===== config.mk =====
export PLATFORM = sky130hd
export DESIGN_NAME = pe_fifo_scheduler
export DESIGN_NICKNAME = d
export VERILOG_FILES = /design/src/rtl/pe_fifo_scheduler.sv
export SDC_FILE = /design/constraint.sdc
export NUM_CORES = 1
export LEC_CHECK = 0
export CORE_MARGIN = 4
export CORE_UTILIZATION = 29
export DETAILED_ROUTE_END_ITERATION = 12
export PLACE_DENSITY = 0.81
export SLEW_MARGIN = 10
export SYNTH_ARGS = -nofsm -noshare
export SYNTH_HDL_FRONTEND = slang
export SYNTH_SLANG_ARGS = --single-unit

===== constraint.sdc =====
create_clock -name clk -period 1.9 [get_ports clk]
set_clock_uncertainty 0.15 [all_clocks]
set_input_delay 0.475 -clock clk [delete_from_list [all_inputs] [get_ports clk]]
set_output_delay 0.475 -clock clk [all_outputs]
set_load 0.01 [all_outputs]

===== src/rtl/pe_fifo_scheduler.sv =====
// pe_fifo_scheduler: round-robin write arbiter for two producers plus a read-burst job FSM for one PE buffer FIFO.
module pe_fifo_scheduler #(
  parameter int WIDTH_DATA = 8,
  parameter int W_PARAM    = 4,
  parameter int R_PARAM    = 4,
  parameter int CNT_W      = 8
) (
  input  logic                          clk,
  input  logic                          rst,
  input  logic                          req0_valid,
  input  logic [WIDTH_DATA*W_PARAM-1:0] req0_data,
  output logic                          req0_ready,
  input  logic                          req1_valid,
  input  logic [WIDTH_DATA*W_PARAM-1:0] req1_data,
  output logic                          req1_ready,
  output logic [WIDTH_DATA*W_PARAM-1:0] fifo_inp,
  output logic                          fifo_write_en,
  input  logic                          fifo_able_write,
  output logic                          fifo_read_en,
  input  logic                          fifo_able_read,
  input  logic                          start,
  input  logic [CNT_W-1:0]              job_len,
  input  logic                          abort,
  output logic                          busy,
  output logic                          out_valid,
  output logic [CNT_W-1:0]              bursts_done,
  output logic                          done,
  output logic                          last_grant
);
  typedef enum logic [1:0] {IDLE, RUN, DRAIN, DONE} state_t;
  state_t state, state_nx;
  logic ptr, grant1;
  logic [CNT_W-1:0] remaining;
  if (R_PARAM < 1 || W_PARAM < 1) begin : g_bad_beat
    $error("beat widths must be at least one word");
  end
  assign grant1        = req1_valid & (~req0_valid | ptr);
  assign fifo_write_en = (req0_valid | req1_valid) & fifo_able_write;
  assign fifo_inp      = grant1 ? req1_data : req0_data;
  assign req0_ready    = fifo_write_en & ~grant1;
  assign req1_ready    = fifo_write_en & grant1;
  assign fifo_read_en  = (state == RUN) & fifo_able_read & ~abort;
  assign busy          = state != IDLE;
  assign done          = state == DONE;
  always_ff @(posedge clk or posedge rst)
    if (rst) begin
      ptr        <= 1'b0;
      last_grant <= 1'b0;
    end else if (fifo_write_en) begin
      ptr        <= ~grant1;
      last_grant <= grant1;
    end
  always_comb begin
    state_nx = state;
    case (state)
      IDLE:    state_nx = start ? ((job_len == '0) ? DONE : RUN) : IDLE;
      RUN:     state_nx = abort ? IDLE : (fifo_read_en && remaining == CNT_W'(1)) ? DRAIN : RUN;
      DRAIN:   state_nx = abort ? IDLE : DONE;
      default: state_nx = IDLE;
    endcase
  end
  always_ff @(posedge clk or posedge rst)
    if (rst) begin
      state       <= IDLE;
      remaining   <= '0;
      bursts_done <= '0;
      out_valid   <= 1'b0;
    end else begin
      state     <= state_nx;
      out_valid <= fifo_read_en;
      if (state == IDLE && start) begin
        remaining   <= job_len;
        bursts_done <= '0;
      end else if (fifo_read_en) begin
        remaining   <= remaining - CNT_W'(1);
        bursts_done <= bursts_done + CNT_W'(1);
      end
    end
endmodule

; Word level (Yosys, flattened, before mapping)
; Cells that the tools add are included.
[op_classes]
addsub = 2
eq_ne = 4
n_mux = 11
bitwise = 11
reduce_logical = 6
[op_table]
columns = operator, count
row1 = $mux 32, 1
row2 = $mux 8, 4
row3 = $mux 2, 5
row4 = $add 8x1->8 const B, 1
row5 = $eq 8x1->1 const B, 1
row6 = $logic_not 8->1, 1
row7 = $sub 8x1->8 const B, 1
row8 = $and 1x1->1, 6
row9 = $pmux 2 s3, 1
row10 = $eq 2x2->1 const B, 2
row11 = $reduce_bool 2->1, 2
row12 = $not 1->1, 3
row13 = $eq 2x1->1 const B, 1
row14 = $logic_and 1x1->1, 2
row15 = $logic_not 2->1, 1
row16 = $or 1x1->1, 2
[totals]
reg_bits = 21
in_bits = 80
output_inout_bits = 48
word_cells = 40

; Longest topological paths before layout
; Gate-level depths: netlist of the first run.
[depth]
word_depth = 7
depth_mapped = 7
ltp_nobuf = 5

; Worst setup path after synthesis of the first run
; OpenSTA, ideal clock, no wires.
[synth_path]
path_kind = input-to-output
startpoint = input req1_valid
endpoint = output fifo_inp[10]
t_arrival_ns = 1.464
required_time_ns = 1.275
setup_slack_ns = -0.189
cell_stages = 3
cell_sequence = a21boi_1 buf_2 mux2_2
[synth_via]
elab_chain_len = 2
[synth_lines]
columns = element, line
row1 = from (decl), 13  ; input logic req1_valid,
row2 = $and 1x1->1, 37  ; assign grant1 = req1_valid & (~req0_valid | ptr);
row3 = $mux 32, 39  ; assign fifo_inp = grant1 ? req1_data : req0_data;
row4 = to (decl), 16  ; output logic [WIDTH_DATA*W_PARAM-1:0] fifo_inp,
; No other way between the ends.

; Worst setup path after layout of the first run
[layout_path]
startpoint = register ptr
endpoint = output fifo_inp[30]
[layout_via]
elab_chain_len = 3
[layout_lines]
columns = element, line
row1 = from (decl), 32  ; logic ptr, grant1;
row2 = from (signal assigned), 50  ; ptr <= ~grant1;
row3 = $or 1x1->1, 37
row4 = $and 1x1->1, 37
row5 = $mux 32, 39
; No other way between the ends.

==> run summary, run 1 <==
Outcome: finished with violations
Failing checks: negative setup slack
Top-area cell type share of the netlist area: 35.1%
Layout cell share with drive strength beyond 1: 39.6%
Post-DRT Antenna Nets: 0
DR pass1 iterations: 4
Fill cells: 350
Initial antenna violation count: 0
ANT cells: 0
Horiz. Die Dim: 79.8 µm
Skew-Pair Late Insertion Delay: 260 ps
Cell area power density: 548 nW/µm²
Grt ovf: 0
Worst Max-Slew Pin Slew: 374 ps
Startpoint Class: flip-flop
Vias: 1842
Cells after synthesis: 148
Min-Delay Path Depth: 1
Seq cells post-synth: 21
Mapped Area: 1500 µm²
Routed WL: 7170 µm
Core area: 4850 µm²
DR DRC count: 0
First-pass GRT wire length: 10400 µm
Asr flop ratio synth: 100%
Dpl hpwl: 4990 µm
R2R Setup Slk: 70 ps
Max stage delay on crit path: 340 ps
Initial core utilization: 30.9%
Max H-tree Level: 1
CP max FO: 5
Max-slew violations: 0
Hold Vio Cnt, Final: 0
R2R cell count: 7
Final Wtd Congestion: 0.859
Syn Nets: 231
Levels on crit path: 7
Synth area leaders: dfrtp_1, mux2_2, xor2_1, nor2_1, a221o_1
YS warnings: 0
Element type at the critical path end: output pin
Fin crit share: 118%
Setup ws final: -346 ps
RSZ-0062 raised after global routing: yes
DR WL/cell: 19.1 µm
Total Routing Usage GR: 21.5%
Leading area contributor after synthesis: dfrtp_1
Final setup fails: 34
LEAKAGE: 1.64 nW
Clk buf depth: 2
CTS Buf Count: 3
Fin crit period: 2250 ps
Cell family with most CP delay: buffers and inverters
Relative slew slack: 74.8%
Cell mode on critical path: buf_6
Register area share after synthesis: 35.1%
Clock Root Buffer: clkbuf_8
Syn Area/Cell: 10.1 µm²
Die area: 6370 µm²
Clk pin slew, worst setup/hold paths: 80 ps
Num ports: 128
Maximum VDD drop: 0.507 mV
Max-Cap Viols: 0
Register Area: 527 µm²
Netlist cell types: 36
Worst hold slack: 344 ps
Input/output buffers: 127
Dpl ws: -958 ps
Number of synthesized flops with an enable pin: 0
HP Class: reg -> reg
Largest net degree at the start of global routing: 22
Fmax: 445 MHz
Vias in the first global route: 1894
Crit path cell chain: inv_2 > a21boi_4 > buf_6 > buf_6 > buf_16 > mux2_4 > buf_6
Die height: 79.8 µm
Top post-synthesis cells by count: mux2_2, dfrtp_1, nor2_1
Worst Path Required: 1270 ps
Multi-input logic area: 1060 µm²
Most frequent cell after synthesis: mux2_2
Sinks on the clock net: 21
CTS tree: yes
Area grow syn2layout: 128%
Slowest-stage cell, CP: dfrtp_1
CP Data Arrival Time: 1620 ps
Final instance area: 3410 µm²
Post-synth top flop: dfrtp_1
Dpl cell area: 2990 µm²
Row Count: 25
Crit path kind: reg -> out
Initial detailed-routing violation count: 66
Layout Nets: 392
CP Buf/Inv Count: 5
Vias/cell: 4.91
## per-layer routing
metal	track usage, %	part of all wire (%)
met3	3.84	5.2
met1	26.2	40
met2	38.2	52
met4	6.25	2.7
met5	0	0
## layout by cell type, fill, tap and decap left out, types with 4 or more instances in the layout
| cell | instances |
|---|---|
| nand4_1 | 4 |
| nand2_1 | 10 |
| a221o_1 | 4 |
| nor2_1 | 11 |
| mux2_4 | 32 |
| clkdlybuf4s50_1 | 82 |
| buf_6 | 41 |
| xor2_1 | 6 |
| nor4_1 | 4 |
| inv_1 | 7 |
| dfrtp_1 | 20 |
| buf_2 | 4 |
| nand3_1 | 4 |
| buf_4 | 23 |
## worst paths after layout
path,startpoint,end
setup / recovery,ptr$_DFFE_PP0P_,fifo_inp[30]
hold / removal,last_grant$_DFFE_PP0P_,last_grant$_DFFE_PP0P_
setup reg to reg,state[1]$_DFF_PP0_,remaining[6]$_DFFE_PP0P_
hold reg to reg,last_grant$_DFFE_PP0P_,last_grant$_DFFE_PP0P_
max in group asynchronous,rst,bursts_done[0]$_DFFE_PP0P_
min in group asynchronous,rst,out_valid$_DFF_PP0_
## metrics by stage
stage | setup TNS, ps | instances | util (%) | total power, mW
2_1_floorplan | 0 | 148 | - | 0.945
3_3_place_gp | -37760 | 354 | 61.6 | 1.38
3_5_place_dp | -38730 | 354 | 61.6 | 1.40
4_1_cts | -10830 | 374 | 70.2 | 1.87
5_1_grt | -12110 | 375 | 70.4 | 1.97
6_report | -9830 | 375 | 70.4 | 1.87
## cells by family after synthesis
kind of cell | synth area share [%]
compound gates | 10.8
mux | 24.7
xor+xnor | 4.10
fa+ha+maj | 2.51
flops | 35.1
simple gates | 17.8
buf+inv | 4.93
## flip-flops by register name, summed over array words and instances, names as in the netlist
| signal | count |
|---|---|
| out_valid | 1 |
| bursts_done | 8 |
| ptr | 1 |
| state | 2 |
| last_grant | 1 |
| remaining | 8 |
## timing repair
item / 4_1_cts / 5_1_grt
resized for setup: 234 / 16
hold buffers: 0 / 0
gates cloned: 4 / 0
pin swaps: 3 / 2
buffers inserted: 13 / 3
endpoints found under the setup margin: 56 / 41
## power by group
group	total (mW)	internal [mW]	switching (mW)	leakage (nW)
clock network	0.301	0.150	0.151	0.0228
logic	0.982	0.609	0.373	1.35
registers	0.589	0.517	0.0722	0.270
total	1.87	1.28	0.596	1.64
## layout make-up
cell class	count	share of cell area (%)
Timing Repair Buffer	162	48.7
Multi-Input combinational cell	112	30.9
Sequential cell	21	15.4
Tap cell	67	2.46
Clock buffer	4	1.32
Inverter	9	1.14
No activity file was read; power rests on OpenSTA's default activity.
==> run 2, diff against run 1 <==
--- a/config.mk
+++ b/config.mk
@@ -13,3 +13,4 @@
 export SYNTH_ARGS = -nofsm -noshare
 export SYNTH_HDL_FRONTEND = slang
 export SYNTH_SLANG_ARGS = --single-unit
+export TNS_END_PERCENT = 10
==> run 2 against run 1 <==
- the run still ends with negative setup slack left
- highest routed layer unchanged
- critical path depth unchanged
- global-route usage about the same
- via count increased by 1.4%
- critical path type unchanged
- final cell count decreased by 1.1%
- combinational power about the same
- first-iteration DRC count decreased by 26%
- core utilization decreased by 0.18 points
- fmax about the same
==> run summary, run 2 (synthesis gave the netlist of run 1 again) <==
Outcome: finished with violations
Failing checks: negative setup slack
Core area: 4850 µm² (unchanged)
DR DRC count: 0 (unchanged)
Routed WL: 7160 µm (-0.17%)
CTS Hold Bufs: 0 (unchanged)
Area grow syn2layout: 128%
Vias/cell: 5.03 (+2.5%)
Reg power frac: 31.6% (about the same)
Grt ovf: 0 (unchanged)
DR pass1 iterations: 4 (unchanged)
Clock Root Buffer: clkbuf_8
Layout cell share with drive strength beyond 1: 38.8% (-0.79 points)
Crit path kind: reg -> out
Switch share: 31.7% (-0.10 points)
Max-Cap Viols: 0 (unchanged)
Fin crit period: 2250 ps (+1.07 ps)
Hold Vio Cnt, Final: 0 (unchanged)
Maximum VDD drop: 0.507 mV (about the same)
Dpl hpwl: 4990 µm (unchanged)
Input/output buffers: 127 (unchanged)
Fin crit share: 118% (about the same)
Initial detailed-routing violation count: 49 (-26%)
Row Count: 25 (unchanged)
Sinks on the clock net: 21 (unchanged)
Vias in the first global route: 1890 (-0.21%)
Clock group share of total power: 16.0% (about the same)
Clk pin slew, worst setup/hold paths: 80 ps (about the same)
Int Pwr: 1.28 mW (+0.60%)
Max stage delay on crit path: 340 ps (about the same)
Relative slew slack: 74.5% (-0.25 points)
Largest net degree at the start of global routing: 22 (unchanged)
Die area: 6370 µm² (unchanged)
RSZ-0062 raised after global routing: yes
Commonest non-fill, non-tap cell in the layout: clkdlybuf4s50_1
Cell family with most CP delay: buffers and inverters
Cell area power density: 552 nW/µm² (+0.70%)
Final setup fails: 34 (unchanged)
First-pass GRT wire length: 10400 µm (-0.26%)
R2R Setup Slk: 150 ps (+80 ps)
Initial antenna violation count: 0 (unchanged)
Total Routing Usage GR: 21.4% (-0.024 points)
Min-Delay Path Depth: 1 (unchanged)
P_sw: 0.597 mW (+0.13%)
Initial core utilization: 30.9% (unchanged)
DR WL/cell: 19.3 µm (+0.91%)
CTS Buf Count: 3 (unchanged)
Combinational share of power: 52.4% (about the same)
Final instance area: 3400 µm² (-0.26%)
LEAKAGE: 1.65 nW (+0.49%)
Biggest regs: bursts_done (8), remaining (8), state (2)
Slowest-stage cell, CP: dfrtp_1
ANT cells: 0 (unchanged)
Fmax: 445 MHz (about the same)
Most frequent cells in the layout: clkdlybuf4s50_1, buf_6, mux2_4, dfrtp_1, buf_4
Post-route core utilization: 70.2% (-0.18 points)
Clk buf depth: 2 (unchanged)
HP Start: last_grant$_DFFE_PP0P_
Startpoint Class: flip-flop
Element type at the critical path end: output pin
Fill cells: 351 (+0.29%)
Layout Nets: 388 (-1.0%)
Cell mode on critical path: buf_6
Num ports: 128 (unchanged)
R2r endpoint: remaining[6]$_DFFE_PP0P_
Die height: 79.8 µm (unchanged)
Worst Path Required: 1270 ps (about the same)
Pwr Total: 1.88 mW (+0.45%)
CP Data Arrival Time: 1620 ps (about the same)
Max-slew violations: 0 (unchanged)
Post-DRT Antenna Nets: 0 (unchanged)
Reg2reg start: state[1]$_DFF_PP0_
CTS tree: yes
Crit path cell chain: inv_2 > a21boi_4 > buf_6 > buf_6 > buf_16 > mux2_4 > buf_6
CP max FO: 5 (unchanged)
Vias: 1867 (+1.4%)
Setup ws final: -347 ps (-1.07 ps)
HP Class: reg -> reg
Horiz. Die Dim: 79.8 µm (unchanged)
Worst Max-Slew Pin Slew: 377 ps (+3.76 ps)
Dpl cell area: 2990 µm² (unchanged)
CP Buf/Inv Count: 5 (unchanged)
R2R cell count: 6 (-1)
Max H-tree Level: 1 (unchanged)
WHS Endpoint: last_grant$_DFFE_PP0P_
Final Wtd Congestion: 0.859 (unchanged)
Skew-Pair Late Insertion Delay: 260 ps (about the same)
## run 2: power by group through the flow
| stage | registers (mW) | clock network, mW | logic, mW |
|---|---|---|---|
| 2_1_floorplan | 0.590 | 0 | 0.355 |
| 3_3_place_gp | 0.593 | 0 | 0.790 |
| 3_5_place_dp | 0.596 | 0 | 0.807 |
| 4_1_cts | 0.591 | 0.303 | 0.963 |
| 5_1_grt | 0.608 | 0.325 | 1.05 |
| 6_report | 0.594 | 0.300 | 0.985 |
## run 2: how the worst max path moves through the flow
stage                     from            to  slack (ps)  depth (start not counted)
2_1_floorplan       req1_valid  fifo_inp[12]           6                          3
3_3_place_gp        req1_valid  fifo_inp[30]        -940                          5
3_5_place_dp        req1_valid  fifo_inp[30]        -960                          5
4_1_cts        ptr$_DFFE_PP0P_  fifo_inp[21]        -390                          8
5_1_grt        ptr$_DFFE_PP0P_  fifo_inp[30]        -410                          7
6_report       ptr$_DFFE_PP0P_  fifo_inp[30]        -350                          7
## run 2: repair_timing
action,CTS,global route
endpoints found under the hold margin,0,0
pin swaps,3,1
gates resized for setup,234,20
setup endpoints to repair,56,41
buffers inserted,10,1
gates cloned,4,0
## run 2: layout make-up
| type | instances | area (µm²) | area share [%] |
|---|---|---|---|
| Timing Repair Buffer | 158 | 1650 | 48.5 |
| Inverter | 9 | 38.8 | 1.14 |
| Tap cell | 67 | 83.8 | 2.46 |
| Sequential cell | 21 | 528 | 15.5 |
| Clock buffer | 4 | 45.0 | 1.32 |
| Multi-Input combinational cell | 112 | 1060 | 31.0 |
## run 2: worst register-to-register path, stage by stage (launching register included)
cell	delay [ps]
dfrtp_1	390
nand4bb_4	270
inv_6	90
buf_4	120
nand3b_4	70
o311a_1	290
a221o_1	260
## run 2: metal layers
metal / wire length [µm] / global-route usage (%)
met5: 0 / 0
met4: 223 / 6.25
met3: 438 / 3.84
met2: 3680 / 38.2
met1: 2820 / 26.1
## run 2: metrics by stage
stage / setup slack [ps] / setup TNS (ps) / hold WS (ps) / instances
after floorplan: 6.27 / 0 / 302 / 148
after global placement: -938 / -37760 / 310 / 354
after detailed placement: -958 / -38730 / 325 / 354
after CTS: -393 / -10810 / 341 / 371
after global routing: -413 / -12510 / 384 / 371
final: -347 / -10340 / 344 / 371
==> run 3, diff against run 2 <==
--- a/config.mk
+++ b/config.mk
@@ -5,6 +5,8 @@
 export SDC_FILE = /design/constraint.sdc
 export NUM_CORES = 1
 export LEC_CHECK = 0
+export ABC_CLOCK_PERIOD_IN_PS = 1900
+export CAP_MARGIN = 10
 export CORE_MARGIN = 4
 export CORE_UTILIZATION = 29
 export DETAILED_ROUTE_END_ITERATION = 12
==> results of run 3 <==
Final layout, timing and power as in run 2 (identical DEF).
